===== config.mk =====
export PLATFORM = sky130hd
export DESIGN_NAME = uncached_bridge
export DESIGN_NICKNAME = d
export VERILOG_FILES = /design/src/rtl/uncached_bridge.sv
export SDC_FILE = /design/constraint.sdc
export NUM_CORES = 1
export LEC_CHECK = 0
export ABC_AREA = 1
export BUFFER_PORTS_ARGS = -buffer_cell sky130_fd_sc_hd__buf_4
export CORE_ASPECT_RATIO = 1.75
export CORE_MARGIN = 1
export CORE_UTILIZATION = 57
export CTS_CLUSTER_SIZE = 10
export DETAILED_ROUTE_END_ITERATION = 10
export GPL_TIMING_DRIVEN = 0
export PLACE_DENSITY = 0.79
export SYNTH_ARGS = -nofsm -noshare
export SYNTH_HDL_FRONTEND = slang
export SYNTH_SLANG_ARGS = --single-unit

===== constraint.sdc =====
create_clock -name clk -period 5.5 [get_ports clk]
set_input_delay 0.275 -clock clk [delete_from_list [all_inputs] [get_ports clk]]
set_output_delay 0.275 -clock clk [all_outputs]
set_load 0.02 [all_outputs]

===== src/rtl/uncached_bridge.sv =====
// Uncached data-side bridge: posts stores into a small FIFO write buffer and performs
// blocking loads over the SRAM-like bus once all buffered stores have drained.
module uncached_bridge #(
  parameter int WBUF_DEPTH = 4,
  parameter int WBUF_AW    = 2
) (
  input  logic        clk,
  input  logic        rst,
  input  logic        req_valid,
  input  logic        req_uncached,
  input  logic        req_wr,
  input  logic [1:0]  req_size,
  input  logic [31:0] req_addr,
  input  logic [31:0] req_wdata,
  input  logic [3:0]  req_wstrb,
  input  logic        flush,
  output logic        stall_o,
  output logic [31:0] rdata_o,
  output logic        rdata_valid_o,
  output logic        wbuf_empty_o,
  output logic        bus_req,
  output logic        bus_wr,
  output logic [1:0]  bus_size,
  output logic [31:0] bus_addr,
  output logic [31:0] bus_wdata,
  output logic [3:0]  bus_wstrb,
  input  logic        bus_addr_ok,
  input  logic        bus_data_ok,
  input  logic [31:0] bus_rdata
);

  typedef enum logic [2:0] {IDLE, W_ADDR, W_DATA, R_ADDR, R_DATA, R_DONE} state_t;

  typedef struct packed {
    logic [31:0] addr;
    logic [31:0] wdata;
    logic [3:0]  wstrb;
    logic [1:0]  size;
  } wentry_t;

  localparam logic [WBUF_AW-1:0] PTR_ONE  = WBUF_AW'(1);
  localparam logic [WBUF_AW:0]   CNT_ONE  = (WBUF_AW + 1)'(1);
  localparam logic [WBUF_AW:0]   CNT_FULL = (WBUF_AW + 1)'(WBUF_DEPTH);

  wentry_t              wbuf_q [WBUF_DEPTH];
  logic [WBUF_AW-1:0]   wr_ptr_q, rd_ptr_q;
  logic [WBUF_AW:0]     count_q, count_d;
  state_t               state_q;
  logic                 killed_q;
  logic                 bus_req_q, bus_wr_q;
  logic [1:0]           bus_size_q;
  logic [31:0]          bus_addr_q, bus_wdata_q, rdata_q;
  logic [3:0]           bus_wstrb_q;
  logic                 rdata_valid_q;

  logic    uc, wbuf_full, push, pop;
  wentry_t head;

  assign uc        = req_valid & req_uncached;
  assign wbuf_full = (count_q == CNT_FULL);
  // Full comes from the registered count, so a pop never makes room for a push in the same cycle.
  assign push      = uc & req_wr & ~wbuf_full;
  assign pop       = (state_q == W_DATA) & bus_data_ok;
  assign head      = wbuf_q[rd_ptr_q];

  assign stall_o       = uc & (req_wr ? wbuf_full : ~((state_q == R_DONE) & ~killed_q));
  assign wbuf_empty_o  = (count_q == '0);
  assign rdata_o       = rdata_q;
  assign rdata_valid_o = rdata_valid_q;
  assign bus_req       = bus_req_q;
  assign bus_wr        = bus_wr_q;
  assign bus_size      = bus_size_q;
  assign bus_addr      = bus_addr_q;
  assign bus_wdata     = bus_wdata_q;
  assign bus_wstrb     = bus_wstrb_q;

  // NOTE: every variable written in always_comb gets a default first, so no latch can be inferred.
  always_comb begin
    count_d = count_q;
    case ({push, pop})
      2'b10:   count_d = count_q + CNT_ONE;
      2'b01:   count_d = count_q - CNT_ONE;
      default: count_d = count_q;
    endcase
  end

  // NOTE: the entry storage carries no reset; validity is tracked by the pointers and count alone.
  always_ff @(posedge clk) begin
    if (push) wbuf_q[wr_ptr_q] <= '{addr: req_addr, wdata: req_wdata, wstrb: req_wstrb, size: req_size};
  end

  always_ff @(posedge clk or posedge rst) begin
    if (rst) begin
      state_q       <= IDLE;
      wr_ptr_q      <= '0;
      rd_ptr_q      <= '0;
      count_q       <= '0;
      killed_q      <= 1'b0;
      bus_req_q     <= 1'b0;
      bus_wr_q      <= 1'b0;
      bus_size_q    <= '0;
      bus_addr_q    <= '0;
      bus_wdata_q   <= '0;
      bus_wstrb_q   <= '0;
      rdata_q       <= '0;
      rdata_valid_q <= 1'b0;
    end else begin
      rdata_valid_q <= 1'b0;
      count_q       <= count_d;
      if (push) wr_ptr_q <= wr_ptr_q + PTR_ONE;
      if (pop)  rd_ptr_q <= rd_ptr_q + PTR_ONE;

      case (state_q)
        IDLE: begin
          // Buffered stores win, so a load can never overtake an earlier store.
          if (count_q != '0) begin
            state_q     <= W_ADDR;
            bus_wr_q    <= 1'b1;
            bus_addr_q  <= head.addr;
            bus_wdata_q <= head.wdata;
            bus_wstrb_q <= head.wstrb;
            bus_size_q  <= head.size;
          end else if (uc & ~req_wr & ~flush) begin
            state_q     <= R_ADDR;
            bus_wr_q    <= 1'b0;
            bus_addr_q  <= req_addr;
            bus_wdata_q <= '0;
            bus_wstrb_q <= '0;
            bus_size_q  <= req_size;
          end
        end
        W_ADDR: begin
          if (bus_req_q & bus_addr_ok) begin
            bus_req_q <= 1'b0;
            state_q   <= W_DATA;
          end else begin
            bus_req_q <= 1'b1;
          end
        end
        W_DATA: if (bus_data_ok) state_q <= IDLE;
        R_ADDR: begin
          if (bus_req_q & bus_addr_ok) begin
            bus_req_q <= 1'b0;
            killed_q  <= flush;
            state_q   <= R_DATA;
          end else if (flush) begin
            bus_req_q <= 1'b0;
            state_q   <= IDLE;
          end else begin
            bus_req_q <= 1'b1;
          end
        end
        R_DATA: begin
          // An accepted read must finish on the bus; a flush only hides its result.
          if (flush) killed_q <= 1'b1;
          if (bus_data_ok) begin
            rdata_q       <= bus_rdata;
            rdata_valid_q <= ~(killed_q | flush);
            state_q       <= R_DONE;
          end
        end
        R_DONE: begin
          killed_q <= 1'b0;
          state_q  <= IDLE;
        end
        default: state_q <= IDLE;
      endcase
    end
  end

endmodule


# Word level (Yosys, flattened, before mapping)
# Memory sizes are Yosys's and may differ from the RTL's.
# Cells that the tools add are included.
[word_totals] ramBits=280 reg_bits=116 out_inout_bits=107 memories=1
[mem_list] memory="wbuf_q" depth=4 width=70 read_ports=1 rd_ports_with_merged_regs=0 wr=1 line_no="45" text="wentry_t wbuf_q [WBUF_DEPTH];"
[op_classes] add_sub_neg=4 eq_ne=15 bitwise=16 muxes=31 n_reduce_logical=11
[op_table] op="two-way mux 32 bit" count=4
[op_table] op="two-way mux 3 bit" count=7
[op_table] op="case mux 3 bit (5 select lines)" count=1
[op_table] op="two-way mux 1 bit" count=12
[op_table] op="!= test 2 bit (second input constant)" count=5
[op_table] op="AND 1 bit" count=9
[op_table] op="equality test 3 bit (second input constant)" count=3
[op_table] op="two-way mux 4 bit" count=2
[op_table] op="equality test 3 x 2 -> 1 bit (second input constant)" count=2
[op_table] op="zero test 3 bit" count=2
[op_table] op="!= test 3 bit (second input constant)" count=2
[op_table] op="inverter 1 bit" count=6
[op_table] op="case mux 3 bit (2 select lines)" count=1
[op_table] op="nonzero test 2 bit" count=3
[op_table] op="nonzero test 3 bit" count=2
[op_table] op="AND reduction 5 bit" count=1
[op_table] op="adder 2 x 1 -> 2 bit (second input constant)" count=2
[op_table] op="two-way mux 2 bit" count=2
[op_table] op="AND reduction 2 bit" count=2
[op_table] op="adder 3 x 1 -> 3 bit (second input constant)" count=1
[op_table] op="equality test 3 x 1 -> 1 bit (second input constant)" count=1
[op_table] op="case mux 1 bit (3 select lines)" count=1
[op_table] op="AND reduction 3 bit" count=1
[op_table] op="subtractor 3 x 1 -> 3 bit (second input constant)" count=1
[op_table] op="other kinds (4)" count=4

# Logic depth before layout (Yosys ltp)
[logic_depth] word_depth=6 mapped_depth=10 ltp_nobuf=9

# Worst setup path before layout
# OpenSTA, ideal clock, no wires.
[synth_timing] path_type="register to register" startpoint="register count_q[0]" endpoint="memory wbuf_q[0][0] (netlist bit), enable pin" arrival_ps=3793 synth_period_minus_slack_ps=4292 n_path_buf=0 required_time_ps=5001 setup_slack_ps=1208 path_stages_with_launch=5 setup_time_ps=499 path_cell_list="dfrtp_1 nor2_1 a21boi_0 nand2_1 nor2_1"
[synth_via] elab_chain_cells=5
[synth_lines] item="from (decl)" line_no="47" text="logic [WBUF_AW:0] count_q, count_d;"
[synth_lines] item="from (signal assigned)" line_no="109" text="count_q <= count_d;"
[synth_lines] item="equality test 3 bit" line_no="60" text="assign wbuf_full = (count_q == CNT_FULL);"
[synth_lines] item="inverter 1 bit" line_no="62" text="assign push = uc & req_wr & ~wbuf_full;"
[synth_lines] item="AND 1 bit" line_no="62"
[synth_lines] item="two-way mux 1 bit" line_no="89" text="if (push) wbuf_q[wr_ptr_q] <= '{addr: req_addr, wdata: req_wdata, wstrb: req_wstrb, size: req_size};"
[synth_lines] item="two-way mux 1 bit (implied by the code)" line_no="89"
[synth_lines] item="to (decl)" line_no="45"
# No other way between the ends.

# Worst setup path after layout
[layout_timing] startpoint="register count_q[0]" endpoint="memory wbuf_q[3][62] (netlist bit), enable pin"
# The elaborated chain is that of the path after synthesis.

==> flow_metrics.env <==
export IMPL_first_global_vias=11600
export IMPL_async_reset_ff_share_pct=29.3
export IMPL_synthesis_area_mm2=0.0155
export IMPL_crit_family="simple AND/OR/NAND/NOR gates"
export IMPL_chipHeight_um=220
export IMPL_yosys_warnings=0
export IMPL_startpoint_type="flop"
export IMPL_slew_viol_final=0
export IMPL_power_density_mw_per_mm2=548
export IMPL_area_growth_pct=30.1
export IMPL_wl_um=39700
export IMPL_required_ns=5.75
export IMPL_final_min_clock_period_ns=2.77
export IMPL_cp_end_kind="flop"
export IMPL_cts_clk_slew_worst_paths_ns=0.06
export IMPL_synthTopCellsByCount="nand2_1, edfxtp_1, dfrtp_1"
export IMPL_irDropWorstVdd_v=0.000434
export IMPL_synth_top_family_by_area="simple AND/OR/NAND/NOR gates"
export IMPL_clockBufferDepth=3
export IMPL_hp_class="in -> reg"
export IMPL_numCtsBuffers=45
export IMPL_synth_compound_area_share_pct=4.22
export IMPL_place_congestion=0.758
export IMPL_cap_viol_max_count=0
export IMPL_synth_top_area_share_pct=54.3
export IMPL_synth_avg_cell_area_um2=12.0
export IMPL_cts_root_buffer="clkbuf_16"
export IMPL_maxSlewHeadroom_pct=36.0
export IMPL_syn_inst=1288
export IMPL_fmax_ghz=0.361
export IMPL_rsz0062_at_grt="false"
export IMPL_rows=79
export IMPL_die_area_mm2=0.0279
export IMPL_setup_viol_count_final=0
export IMPL_power_leakage_nw=8.41
export IMPL_worstPathMaxFanout=27
export IMPL_worst_pin_slew_ns=0.958
export IMPL_gr_total_overflow=0
export IMPL_ys_types=30
export IMPL_seq_area_frac_synth_pct=73.0
export IMPL_initial_core_util_pct=58.1
export IMPL_drive_above_1_share_pct=21.2
export IMPL_cts_tree="built"
export IMPL_cts_sinks=396
export IMPL_track_usage_pct=28.6
export IMPL_ys_seq_elements=396
export IMPL_ant_nets=0
export IMPL_finalClockSkew_ns=0.00810
export IMPL_synth_area_leaders="edfxtp_1, dfrtp_1, nand2_1, nand3_1, mux2_2"
export IMPL_synth_edf_count=280
export IMPL_final_nets=1781
export IMPL_viasPerCell=5.62
export IMPL_grt_max_degree=63
export IMPL_detail_route_first_pass_iterations=5
export IMPL_arrival_ns=3.02
export IMPL_outcome="finished, final reports clean"
export IMPL_dp_hpwl_um=24100
export IMPL_drt_initial_drc_count=783
export IMPL_cts_max_level=2
export IMPL_die_x_um=127
export IMPL_placed_cells=1838
export IMPL_ys_flop_type="edfxtp_1"
export IMPL_synthMuxAreaShare_pct=2.33
export IMPL_clk_latency_ns=0.55
export IMPL_drc=0
export IMPL_fin_crit_sh_pct=50.3
export IMPL_postCtsSetupRepairBufs=0
export IMPL_fin_cells=2028
export IMPL_path_cells="nor2_1 > a21boi_0 > nand2_1 > nor2_4 > buf_12 > buf_16"
export IMPL_synth_adder_area_share_pct=0.533
export IMPL_antenna_found_initial=2
export IMPL_synth_xor_area_share_pct=0.283
export IMPL_core_mm2=0.0267
export IMPL_yosys_area_share_simple_pct=16.5
export IMPL_num_io_pins=217
export IMPL_cp_num_buf_inv=2
export IMPL_timing_final_hold_violations=0
export IMPL_yosysMostFrequentCell="nand2_1"
export IMPL_slowest_stage="nor2_4"
export IMPL_cpPeakStageDelay_ns=0.85
export IMPL_yosys_area_top_type="edfxtp_1"
export IMPL_grt_pass1_wl_um=59900
export IMPL_wl_per_cell_um=19.6
export IMPL_syn_nets=1404
export IMPL_path_class="reg -> reg"
export IMPL_vias=11400
export IMPL_portBuffers=216
export IMPL_tns_ns=0
[placed cells by master (no fill, tap or decap), types with 5 or more instances in the layout]
master,instances
o21ai_0,66
dfrtp_1,116
buf_4,222
buf_12,5
o21ai_1,11
buf_16,5
dlygate4sd3_1,104
o22ai_1,36
edfxtp_1,280
clkbuf_16,47
nor2_4,5
inv_1,19
ha_1,5
buf_6,11
nand2_1,436
clkbuf_1,63
mux2_2,32
nor2_1,77
nand3_1,110
buf_2,22
[registers in the layout, summed over array words and instances, names as in the netlist]
register	count
bus_addr	32
bus_req	1
bus_size	2
bus_wdata	32
bus_wr	1
bus_wstrb	4
count_q	3
killed_q	1
rd_ptr_q	2
rdata_o	32
rdata_valid_o	1
state_q	3
wbuf_q	280
wr_ptr_q	2
[cell families (layout without fill, tap and decap cells)]
family                   after synthesis  count (layout)
AND/OR/NAND/NOR                      637             637
flip-flops                           396             396
AO/OA/AOI/OAI                        119             119
buffers and inverters                 93             506
multiplexers                          32              32
adder cells (fa/ha/maj)                6               6
XOR/XNOR                               5               5
other                                  0               3
[final timing paths]
kind                             start            end  slack [ns]  depth (start not counted)
hold / removal             bus_addr_ok     state_q[2]        0.11                          5
min in group asynchronous          rst     rdata_o[2]        0.33                          3
setup reg to reg            count_q[0]  wbuf_q[3][62]        2.73                          6
max in group asynchronous          rst   bus_addr[21]        4.42                          4
setup / recovery            count_q[0]  wbuf_q[3][62]        2.73                          6
hold reg to reg               killed_q  rdata_valid_o        0.46                          1
[layer usage]
layer / part of all wire (%) / track usage, %
met4: 3.5 / 13.2
met2: 55 / 54.5
met5: 0 / 0
met1: 35 / 30.5
met3: 6.8 / 5.07
[tightest hold or removal path, stage by stage]
cell     delay [ns]
buf_4          0.08
nand2_1        0.06
inv_1          0.05
nand4_1        0.09
nand2_1        0.07
[where the power goes]
group          internal, W  total, W  switching (W)  leakage (nW)
logic              0.00155   0.00430        0.00275          3.84
clock network      0.00159   0.00272        0.00113         0.628
registers          0.00375   0.00404       0.000289          3.95
total              0.00689    0.0111        0.00417          8.41
[per-stage QoR]
| step | power [W] | utilization, % | cell area [µm²] | hold slack [ns] | setup WS (ns) |
|---|---|---|---|---|---|
| 2_1_floorplan | 0.00663 | - | 15500 | 0.346 | 1.21 |
| 3_3_place_gp | 0.00808 | 65.7 | 17500 | 0.458 | -1.16 |
| 3_5_place_dp | 0.00824 | 66.7 | 17800 | 0.365 | 2.75 |
| 4_1_cts | 0.0110 | 75.5 | 20200 | 0.105 | 2.74 |
| 5_1_grt | 0.0116 | 75.5 | 20200 | 0.115 | 2.63 |
| 6_report | 0.0111 | 75.6 | 20200 | 0.112 | 2.73 |
[layout make-up]
cell class	instances	area [µm²]
clock inverters	2	13.8
fillers	1589	6530
inverters	24	95.1
well taps	324	405
flip-flops and latches	396	11300
clock buffers	81	1300
diodes	3	7.51
plain buffers	69	392
repair buffers	330	2900
multi-input cells	799	3730
[repair_timing]
| item | CTS | global route |
|---|---|---|
| endpoints found under the hold margin | 367 | 0 |
| gates resized for setup | 0 | 0 |
| hold buffers | 104 | 0 |
Note: power is estimated with default switching activity, not from simulation.
